`src/rtl/keypad_pkg.sv`:
```
// Shared definitions for the 4x4 keypad scanner: FSM encoding, key value
// constants and the row priority helper used by the frame encoder.
package keypad_pkg;

   typedef enum logic [1:0] {
      S_SCAN   = 2'd0,
      S_EVAL   = 2'd1,
      S_COMMIT = 2'd2
   } state_t;

   localparam logic [4:0] KEY_NONE       = 5'h00;
   localparam int         KEY_HELD_BIT   = 4;

   // Game key codes as seen by the graphics/game controller
   localparam logic [4:0] KEY_RIGHT      = 5'h11;
   localparam logic [4:0] KEY_LEFT       = 5'h13;
   localparam logic [4:0] KEY_START_MASK = 5'h10;

   // Index of the lowest-numbered active-low row; only meaningful when at
   // least one row is low.
   function automatic logic [1:0] lowest_row(input logic [3:0] rows_n);
      logic [1:0] idx;
      if (!rows_n[0]) begin
         idx = 2'd0;
      end else if (!rows_n[1]) begin
         idx = 2'd1;
      end else if (!rows_n[2]) begin
         idx = 2'd2;
      end else begin
         idx = 2'd3;
      end
      return idx;
   endfunction

endpackage

```
`src/rtl/keypad_debounce.sv`:
```
// Frame-level debouncer: counts identical consecutive frame results and
// reports when the candidate value has been stable for DEBOUNCE_CNT frames.
// Outputs reflect the update of the current frame so the caller can act in
// the same (EVAL) cycle.
module keypad_debounce #(
   parameter int DEBOUNCE_CNT = 8
) (
   input  logic       clk_i,
   input  logic       rst_i,
   input  logic [4:0] raw_i,
   input  logic       frame_done_i,
   output logic       stable_o,
   output logic [4:0] stable_val_o
);
   import keypad_pkg::*;

   localparam logic [7:0] CNT_MAX = 8'(DEBOUNCE_CNT);

   if ((DEBOUNCE_CNT < 1) || (DEBOUNCE_CNT > 255)) begin : g_bad_debounce
      $error("DEBOUNCE_CNT must be in 1..255");
   end

   logic [7:0] cnt_q, cnt_d;
   logic [4:0] last_q, last_d;

   // Compare the new frame result against the candidate; saturate the count
   always_comb begin
      cnt_d  = cnt_q;
      last_d = last_q;
      if (frame_done_i) begin
         if (raw_i == last_q) begin
            if (cnt_q < CNT_MAX) begin
               cnt_d = cnt_q + 8'd1;
            end else begin
               cnt_d = cnt_q;
            end
         end else begin
            cnt_d  = 8'd1;
            last_d = raw_i;
         end
      end else begin
         cnt_d  = cnt_q;
         last_d = last_q;
      end
   end

   // Candidate value and its stability count
   always_ff @(posedge clk_i) begin
      if (rst_i) begin
         cnt_q  <= 8'd0;
         last_q <= KEY_NONE;
      end else begin
         cnt_q  <= cnt_d;
         last_q <= last_d;
      end
   end

   assign stable_o     = frame_done_i && (cnt_d == CNT_MAX);
   assign stable_val_o = last_d;

endmodule

```
`src/rtl/keypad_scan.sv`:
```
// 4x4 matrix keypad scanner with frame debounce, press pulse generation and
// optional auto-repeat (enabled by defining KEYPAD_REPEAT_EN).
module keypad_scan #(
   parameter int SCAN_DIV     = 25000,
   parameter int DEBOUNCE_CNT = 8,
   parameter int REPEAT_DELAY = 40,
   parameter int REPEAT_RATE  = 10
) (
   input  logic       clk_i,
   input  logic       rst_i,
   input  logic [3:0] key_row_i,
   output logic [3:0] key_col_o,
   output logic [4:0] key_o,
   output logic [4:0] key_pulse_o
);
   import keypad_pkg::*;

   localparam int             DIV_W    = $clog2(SCAN_DIV);
   localparam logic [DIV_W-1:0] DIV_LAST = DIV_W'(SCAN_DIV - 1);

   if (SCAN_DIV < 4) begin : g_bad_div
      $error("SCAN_DIV must be >= 4");
   end
   if ((REPEAT_DELAY < 1) || (REPEAT_RATE < 1)) begin : g_bad_repeat
      $error("REPEAT_DELAY and REPEAT_RATE must be >= 1");
   end

   state_t           state_q, state_d;
   logic [DIV_W-1:0] div_q, div_d;
   logic [1:0]       col_q, col_d;
   logic [3:0]       col_drv_q;
   logic [4:0]       acc_q, acc_d;
   logic [4:0]       raw_q, raw_d;
   logic [4:0]       key_q, key_d;
   logic [4:0]       pulse_q, pulse_d;
   logic [3:0]       row_meta_q, row_sync_q;
   logic [4:0]       merged_s;
   logic             stable_s;
   logic [4:0]       stable_val_s;
`ifdef KEYPAD_REPEAT_EN
   logic [7:0]       rep_cnt_q, rep_cnt_d;
   logic             rep_first_q, rep_first_d;
   logic [7:0]       rep_limit_s;
`endif

   // Two-flop synchroniser for the asynchronous row inputs
   always_ff @(posedge clk_i) begin
      if (rst_i) begin
         row_meta_q <= 4'hF;
         row_sync_q <= 4'hF;
      end else begin
         row_meta_q <= key_row_i;
         row_sync_q <= row_meta_q;
      end
   end

   // Fold this column's lowest pressed row into the frame's best code
   always_comb begin
      logic [4:0] base;
      logic [3:0] code;
      base = (col_q == 2'd0) ? KEY_NONE : acc_q;
      code = {lowest_row(row_sync_q), col_q};
      if ((row_sync_q != 4'hF) && (!base[KEY_HELD_BIT] || (code < base[3:0]))) begin
         merged_s = {1'b1, code};
      end else begin
         merged_s = base;
      end
   end

   keypad_debounce #(
      .DEBOUNCE_CNT (DEBOUNCE_CNT)
   ) u_debounce (
      .clk_i        (clk_i),
      .rst_i        (rst_i),
      .raw_i        (raw_q),
      .frame_done_i (state_q == S_EVAL),
      .stable_o     (stable_s),
      .stable_val_o (stable_val_s)
   );

`ifdef KEYPAD_REPEAT_EN
   assign rep_limit_s = rep_first_q ? 8'(REPEAT_DELAY) : 8'(REPEAT_RATE);
`endif

   // Next-state: column scan, frame evaluation, key commit and pulse
   always_comb begin
      state_d = state_q;
      div_d   = div_q;
      col_d   = col_q;
      acc_d   = acc_q;
      raw_d   = raw_q;
      key_d   = key_q;
      pulse_d = KEY_NONE;
`ifdef KEYPAD_REPEAT_EN
      rep_cnt_d   = rep_cnt_q;
      rep_first_d = rep_first_q;
`endif
      case (state_q)
         S_SCAN: begin
            if (div_q == DIV_LAST) begin
               div_d = {DIV_W{1'b0}};
               col_d = col_q + 2'd1;
               acc_d = merged_s;
               if (col_q == 2'd3) begin
                  raw_d   = merged_s;
                  state_d = S_EVAL;
               end else begin
                  state_d = S_SCAN;
               end
            end else begin
               div_d = div_q + DIV_W'(1);
            end
         end
         S_EVAL: begin
            if (stable_s && (stable_val_s != key_q)) begin
               state_d = S_COMMIT;
`ifdef KEYPAD_REPEAT_EN
               rep_cnt_d   = 8'd0;
               rep_first_d = 1'b1;
`endif
            end else begin
               state_d = S_SCAN;
`ifdef KEYPAD_REPEAT_EN
               // Count held frames only while the candidate agrees with key
               if (key_q[KEY_HELD_BIT] && (stable_val_s == key_q)) begin
                  if ((rep_cnt_q + 8'd1) >= rep_limit_s) begin
                     pulse_d     = key_q;
                     rep_cnt_d   = 8'd0;
                     rep_first_d = 1'b0;
                  end else begin
                     rep_cnt_d = rep_cnt_q + 8'd1;
                  end
               end else begin
                  rep_cnt_d   = 8'd0;
                  rep_first_d = 1'b1;
               end
`endif
            end
         end
         S_COMMIT: begin
            key_d = stable_val_s;
            if (stable_val_s[KEY_HELD_BIT]) begin
               pulse_d = stable_val_s;
            end else begin
               pulse_d = KEY_NONE;
            end
            state_d = S_SCAN;
         end
         default: begin
            state_d = S_SCAN;
         end
      endcase
   end

   // State and datapath registers; reset aborts any partial frame
   always_ff @(posedge clk_i) begin
      if (rst_i) begin
         state_q   <= S_SCAN;
         div_q     <= {DIV_W{1'b0}};
         col_q     <= 2'd0;
         col_drv_q <= 4'b1110;
         acc_q     <= KEY_NONE;
         raw_q     <= KEY_NONE;
         key_q     <= KEY_NONE;
         pulse_q   <= KEY_NONE;
`ifdef KEYPAD_REPEAT_EN
         rep_cnt_q   <= 8'd0;
         rep_first_q <= 1'b1;
`endif
      end else begin
         state_q   <= state_d;
         div_q     <= div_d;
         col_q     <= col_d;
         col_drv_q <= ~(4'b0001 << col_d);
         acc_q     <= acc_d;
         raw_q     <= raw_d;
         key_q     <= key_d;
         pulse_q   <= pulse_d;
`ifdef KEYPAD_REPEAT_EN
         rep_cnt_q   <= rep_cnt_d;
         rep_first_q <= rep_first_d;
`endif
      end
   end

   assign key_col_o   = col_drv_q;
   assign key_o       = key_q;
   assign key_pulse_o = pulse_q;

endmodule

```
`config.mk`:
```
export PLATFORM = sky130hd
export DESIGN_NAME = keypad_scan
export DESIGN_NICKNAME = d
export VERILOG_FILES = /design/src/rtl/keypad_pkg.sv /design/src/rtl/keypad_debounce.sv /design/src/rtl/keypad_scan.sv
export SDC_FILE = /design/constraint.sdc
export NUM_CORES = 1
export LEC_CHECK = 0
export BUFFER_PORTS_ARGS = -buffer_cell sky130_fd_sc_hd__buf_2
export CAP_MARGIN = 20
export CORE_ASPECT_RATIO = 0.75
export CORE_MARGIN = 10
export CORE_UTILIZATION = 59
export DETAILED_ROUTE_END_ITERATION = 6
export MAX_ROUTING_LAYER = met4
export PLACE_DENSITY = 0.84
export SLEW_MARGIN = 30
export SYNTH_ARGS = -nofsm -noshare
export SYNTH_HDL_FRONTEND = slang
export SYNTH_SLANG_ARGS = --single-unit
export TNS_END_PERCENT = 10
```
`constraint.sdc`:
```
create_clock -name clk_i -period 3.6 [get_ports clk_i]
set_input_delay 0.36 -clock clk_i [delete_from_list [all_inputs] [get_ports clk_i]]
set_output_delay 0.36 -clock clk_i [all_outputs]
set_load 0.01 [all_outputs]
```
* After elaboration in Yosys (flattened, before gate mapping) *
Index checks and enable logic that the tools add are counted.

cells by class
  add/subtract/negate cells = 3
  order comparisons = 2
  eq/ne operators = 9
  shift operators = 1
  mux-type cells = 18
  bitwise operators = 3
  reductions and logical operators = 11

operator list
  cell                                                                    count
  5-bit 2-to-1 mux                                                        5
  8-bit 2-to-1 mux                                                        3
  15-bit by 1-bit adder with 15-bit output (second input constant)        1
  15-bit equality test (second input constant)                            1
  15-bit 2-to-1 mux                                                       1
  2-bit 2-to-1 mux                                                        6
  8-bit by 1-bit adder with 8-bit output (second input constant)          1
  8-bit by 4-bit equality test with 1-bit output (second input constant)  1
  8-bit by 4-bit < comparator with 1-bit output (second input constant)   1
  5-bit equality test                                                     1
  5-bit != test                                                           1
  2-bit equality test (second input constant)                             2
  2-bit logical NOT                                                       2
  4-bit < comparator                                                      1
  4-bit != test (second input constant)                                   1
  4-bit NOT                                                               1
  2-bit case mux with 2 select lines                                      1
  1-bit by 2-bit left shift with 4-bit output (first input constant)      1
  1-bit logical AND                                                       3
  3-bit AND reduction                                                     1
  3-bit OR reduction                                                      1
  2-bit by 1-bit adder with 2-bit output (second input constant)          1
  2-bit by 1-bit equality test with 1-bit output (second input constant)  1
  1-bit 2-to-1 mux                                                        2
  other kinds (6)                                                         7

word-level totals
  register bits = 64
  bits of input ports = 6
  output and inout bits = 14
  logic and storage cells = 60

* Logic depth before layout (Yosys ltp) *
  word-level depth = 9
  depth in mapped cells = 11
  depth with buffers taken out = 10

* Hierarchy *
A second synthesis with hierarchy kept.

second synthesis, totals
  cells, all modules = 305
  area total of the unflattened synthesis = 2855.2 µm²

modules (own cells, without submodules)
  module           instances  cells each  area an instance (µm²)  seq. area each (µm²)
  keypad_scan      1          241         2219.6                  1021.0
  keypad_debounce  1          64          635.6                   260.2

* Worst setup path after synthesis *
No wires, ideal clock.

  path type = register to register
  from = reg col_q[0]
  to = reg acc_q[0]
  setup time = 128 ps
  data arrival time = 2512 ps
  required time = 3472 ps
  setup slack = 960 ps
  cell stages (with the launch flop) = 11
  buffers on the path = 1
  clock period less this slack = 2640 ps
  cells stage by stage = dfxtp_1 -> clkbuf_1 -> inv_1 -> ha_1 -> nand2b_1 -> ha_1 -> or4b_1 -> a211oi_1 -> o311ai_0 -> a32oi_1 -> nor2_1

on the way
  longest elaborated chain between the ends = 6
  elaborated cells between the ends (all ways) = 7
  classes of those cells = 1 x order compare; 2 x mux; 4 x reduce/logical

ends and longest elaborated chain
  what                                                     line                RTL
  start: declaration                                       keypad_scan.sv:30   logic [1:0] col_q, col_d;
  start signal: assignment                                 keypad_scan.sv:173  col_q <= col_d;
  2-bit logical NOT                                        keypad_scan.sv:61   base = (col_q == 2'd0) ? KEY_NONE : acc_q;
  5-bit 2-to-1 mux                                         keypad_scan.sv:61
  4-bit < comparator or 1-bit logical NOT (tied branches)  keypad_scan.sv:63   if ((row_sync_q != 4'hF) && (!base[KEY_HELD_BIT] || (code < base[3:0]))) begin
  1-bit logical OR                                         keypad_scan.sv:63
  1-bit logical AND                                        keypad_scan.sv:63
  5-bit 2-to-1 mux (*)                                     keypad_scan.sv:63
  end signal: assignment                                   keypad_scan.sv:162  acc_q <= KEY_NONE;
  end signal: assignment                                   keypad_scan.sv:175  acc_q <= acc_d;
  end: declaration                                         keypad_scan.sv:32   logic [4:0] acc_q, acc_d;

Mark *: on every way between the ends. The rest lies on a longest branch, timed or not.
A chain may end at the register's enable or synchronous reset.

* Final worst setup path *
Ends and elaborated chain as after synthesis.

==> flow_summary.ini <==
[clock_network]
clock_latency_ns = 0.33
cts_hold_buf = 0
ctsResizeCount = 0
cts_num_sinks = 64
max-clock-path-buffers = 2
cts-htree-levels = 3
numCtsBuffers = 9
post_cts_buffers = 0
cts_tree = yes
clkSlewWorstSetupHoldPaths_ns = 0.06
cts.root.buffer_cell = clkbuf_8

[timing]
hold_viol_final = 0
hold_slack_ns = 0.213
fin_crit_sh_pct = 82.5
setup_viol = 0
slew_violations = 0
layout_setup_ws_ns = 0.630
max-slew-margin-rel_pct = 51.6
finalCriticalPeriod_ns = 2.97
tightestPinTransition_ns = 0.727
clock.fmax_mhz = 337
rsz0062_at_grt = false
finClkSkew_ns = 0.00739
fin_setup_tns_ns = 0

[pwr]
pwr-share-clk_pct = 40.0
power_leakage_nw = 1.16
comb_power_share_pct = 3.2
report.power.total_mw = 1.26
power.density_nw_per_um2 = 408
p_int_mw = 1.01
power_frac_seq_pct = 56.8
ir_drop_v = 0.000269
switching_share_pct = 20.5
switching_power_mw = 0.259

[floorplanning]
die_h_um = 80.0
core_um2 = 4550
die_area_um2 = 7990
rows = 21
ios = 20
start_util_pct = 62.2
dieWidth_um = 100

[drt]
via_per_inst = 5.47
drc = 0
initialDrtViolationCount = 103
drtAntennaViolNets = 0
wire_per_inst_um = 13.0
wl_mm = 5.05
via_count = 2124
dr.pass1.iters = 5

[critical_path]
cp-end-kind = flip-flop
path_cells = inv_1 > ha_1 > nand2b_1 > ha_1 > or4b_1 > a211oi_1 > o311ai_0 > a32oi_1 > nor2_1
cp_common_cell = ha_1
path_buf_inv = 1
required_ns = 3.79
cp_slowest_stage_delay_ns = 0.51
cp_top_family = compound AO/OA/AOI/OAI gates
cp_data_arrival_time_ns = 3.16
slowest_stage = dfxtp_1
path_max_fanout = 9
startpoint_type = flip-flop
regToRegSetupSlack_ns = 0.63
worstSetupPathType = flip-flop to flip-flop

[synthesis]
async_reset_ff_share_pct = 0
avgSynthCellArea_um2 = 9.10
synth_edf_count = 0
ys_seq_elements = 64
synth_top_cell_area_share_pct = 45.3
syn-num-nets = 324
synth_ff_type = dfxtp_1
yosysTopAreaCell = dfxtp_1
synth.area.top_cells = dfxtp_1 (45%), nor2_1 (5.4%), xnor2_1 (5.0%)
ys_warn_count = 0
synthTopCellsByCount = dfxtp_1 (64), nor2_1 (41), nand2_1 (24)
synth_cell_type_count = 49
synth_cells = 311
yosysSeqAreaShare_pct = 45.3
yosysMostFrequentCell = dfxtp_1
synth_area_um2 = 2830

[global_route]
antenna_found_initial = 0
grt_usage_pct = 13.7
grt_pass1_wl_mm = 8.76
grt_pass1_vias = 1954
grt_max_degree = 44
grt-ovfl-total = 0

[worst_hold_path]
hp-class = primary input to flip-flop

[job]
cap_violations = 0

[layout]
final_cells = 388
areaGrowthSynthToFinish_pct = 9.51
drive_gt1_share_pct = 15.4
post-route-util_pct = 68.2
finalInstanceArea_um2 = 3100
nets = 342
fill_cells = 373
diodes = 0

[place]
place_inst = 375
dp_hpwl_mm = 3.54
gp_congestion = 0.857
placed_area_um2 = 2940
io_buffers = 19
dpl_worst_slack_ns = 0.732

[status]
status = finished clean
[power groups by stage]
| stage | Sequential, mW | Combinational [mW] | Clock (mW) |
|---|---|---|---|
| 2_1_floorplan | 0.734 | 0.0315 | 0 |
| 3_3_place_gp | 0.734 | 0.0390 | 0 |
| 3_5_place_dp | 0.735 | 0.0402 | 0 |
| 4_1_cts | 0.719 | 0.0403 | 0.522 |
| 5_1_grt | 0.720 | 0.0454 | 0.550 |
| 6_report | 0.719 | 0.0405 | 0.505 |
[per-layer routing]
metal / part of all wire [%] / global-route usage (%) / vias to the layer above
li1: - / - / 1099
met1: 52 / 16.9 / 984
met4: 1.6 / 6.43 / 0
met5: 0 / - / -
met2: 42 / 19.5 / 33
met3: 4.6 / 4.76 / 8
[cell type report]
| cell class | instances | area [um^2] | share of cell area (%) |
|---|---|---|---|
| clock buffers | 12 | 155 | 5.01 |
| inverters | 6 | 22.5 | 0.727 |
| multi-input cells | 229 | 1470 | 47.4 |
| clock inverters | 1 | 5.00 | 0.162 |
| flip-flops and latches | 64 | 1280 | 41.4 |
| well taps | 57 | 71.3 | 2.30 |
| repair buffers | 19 | 95.1 | 3.07 |
[registers in the layout, indices dropped and copies added (netlist names)]
name,cells
div_q,15
u_debounce.cnt_q,8
acc_q,5
key_o,5
key_pulse_o,5
raw_q,5
u_debounce.last_q,5
key_col_o,4
row_meta_q,4
row_sync_q,4
col_q,2
state_q,2
[cells by family after synthesis]
| family | synth area share, % |
|---|---|
| compound gates | 10.9 |
| xor+xnor | 8.36 |
| fa+ha+maj | 3.10 |
| buf+inv | 2.83 |
| flops | 45.3 |
| mux | 2.83 |
| simple gates | 26.7 |
[worst paths after layout]
kind	endpoint	cells after the start	startpoint
max	acc_q[0]	9	col_q[0]
min	row_meta_q[0]	2	key_row_i[0]
max reg2reg	acc_q[0]	9	col_q[0]
min reg2reg	row_sync_q[1]	1	row_meta_q[1]
[layout by cell type, fill, tap and decap left out, types with 6 or more instances in the layout]
cell,Yosys,routed
inv_1,6,6
ha_1,7,7
nand3_1,14,14
nand2b_1,7,7
a21oi_1,15,15
nor2_1,41,41
xnor2_1,16,16
and2_1,10,10
or2_2,11,11
xor2_1,11,11
dfxtp_1,64,64
nor3_1,10,10
clkbuf_8,0,11
buf_2,1,19
mux2i_1,8,8
nand2_1,24,24
[worst reg2reg max path, stage by stage (launching register included)]
cell      delay, ns
dfxtp_1        0.51
inv_1          0.17
ha_1           0.31
nand2b_1       0.20
ha_1           0.20
or4b_1         0.51
a211oi_1       0.40
o311ai_0       0.26
a32oi_1        0.23
nor2_1         0.05
(Power assumes the default switching activity.)
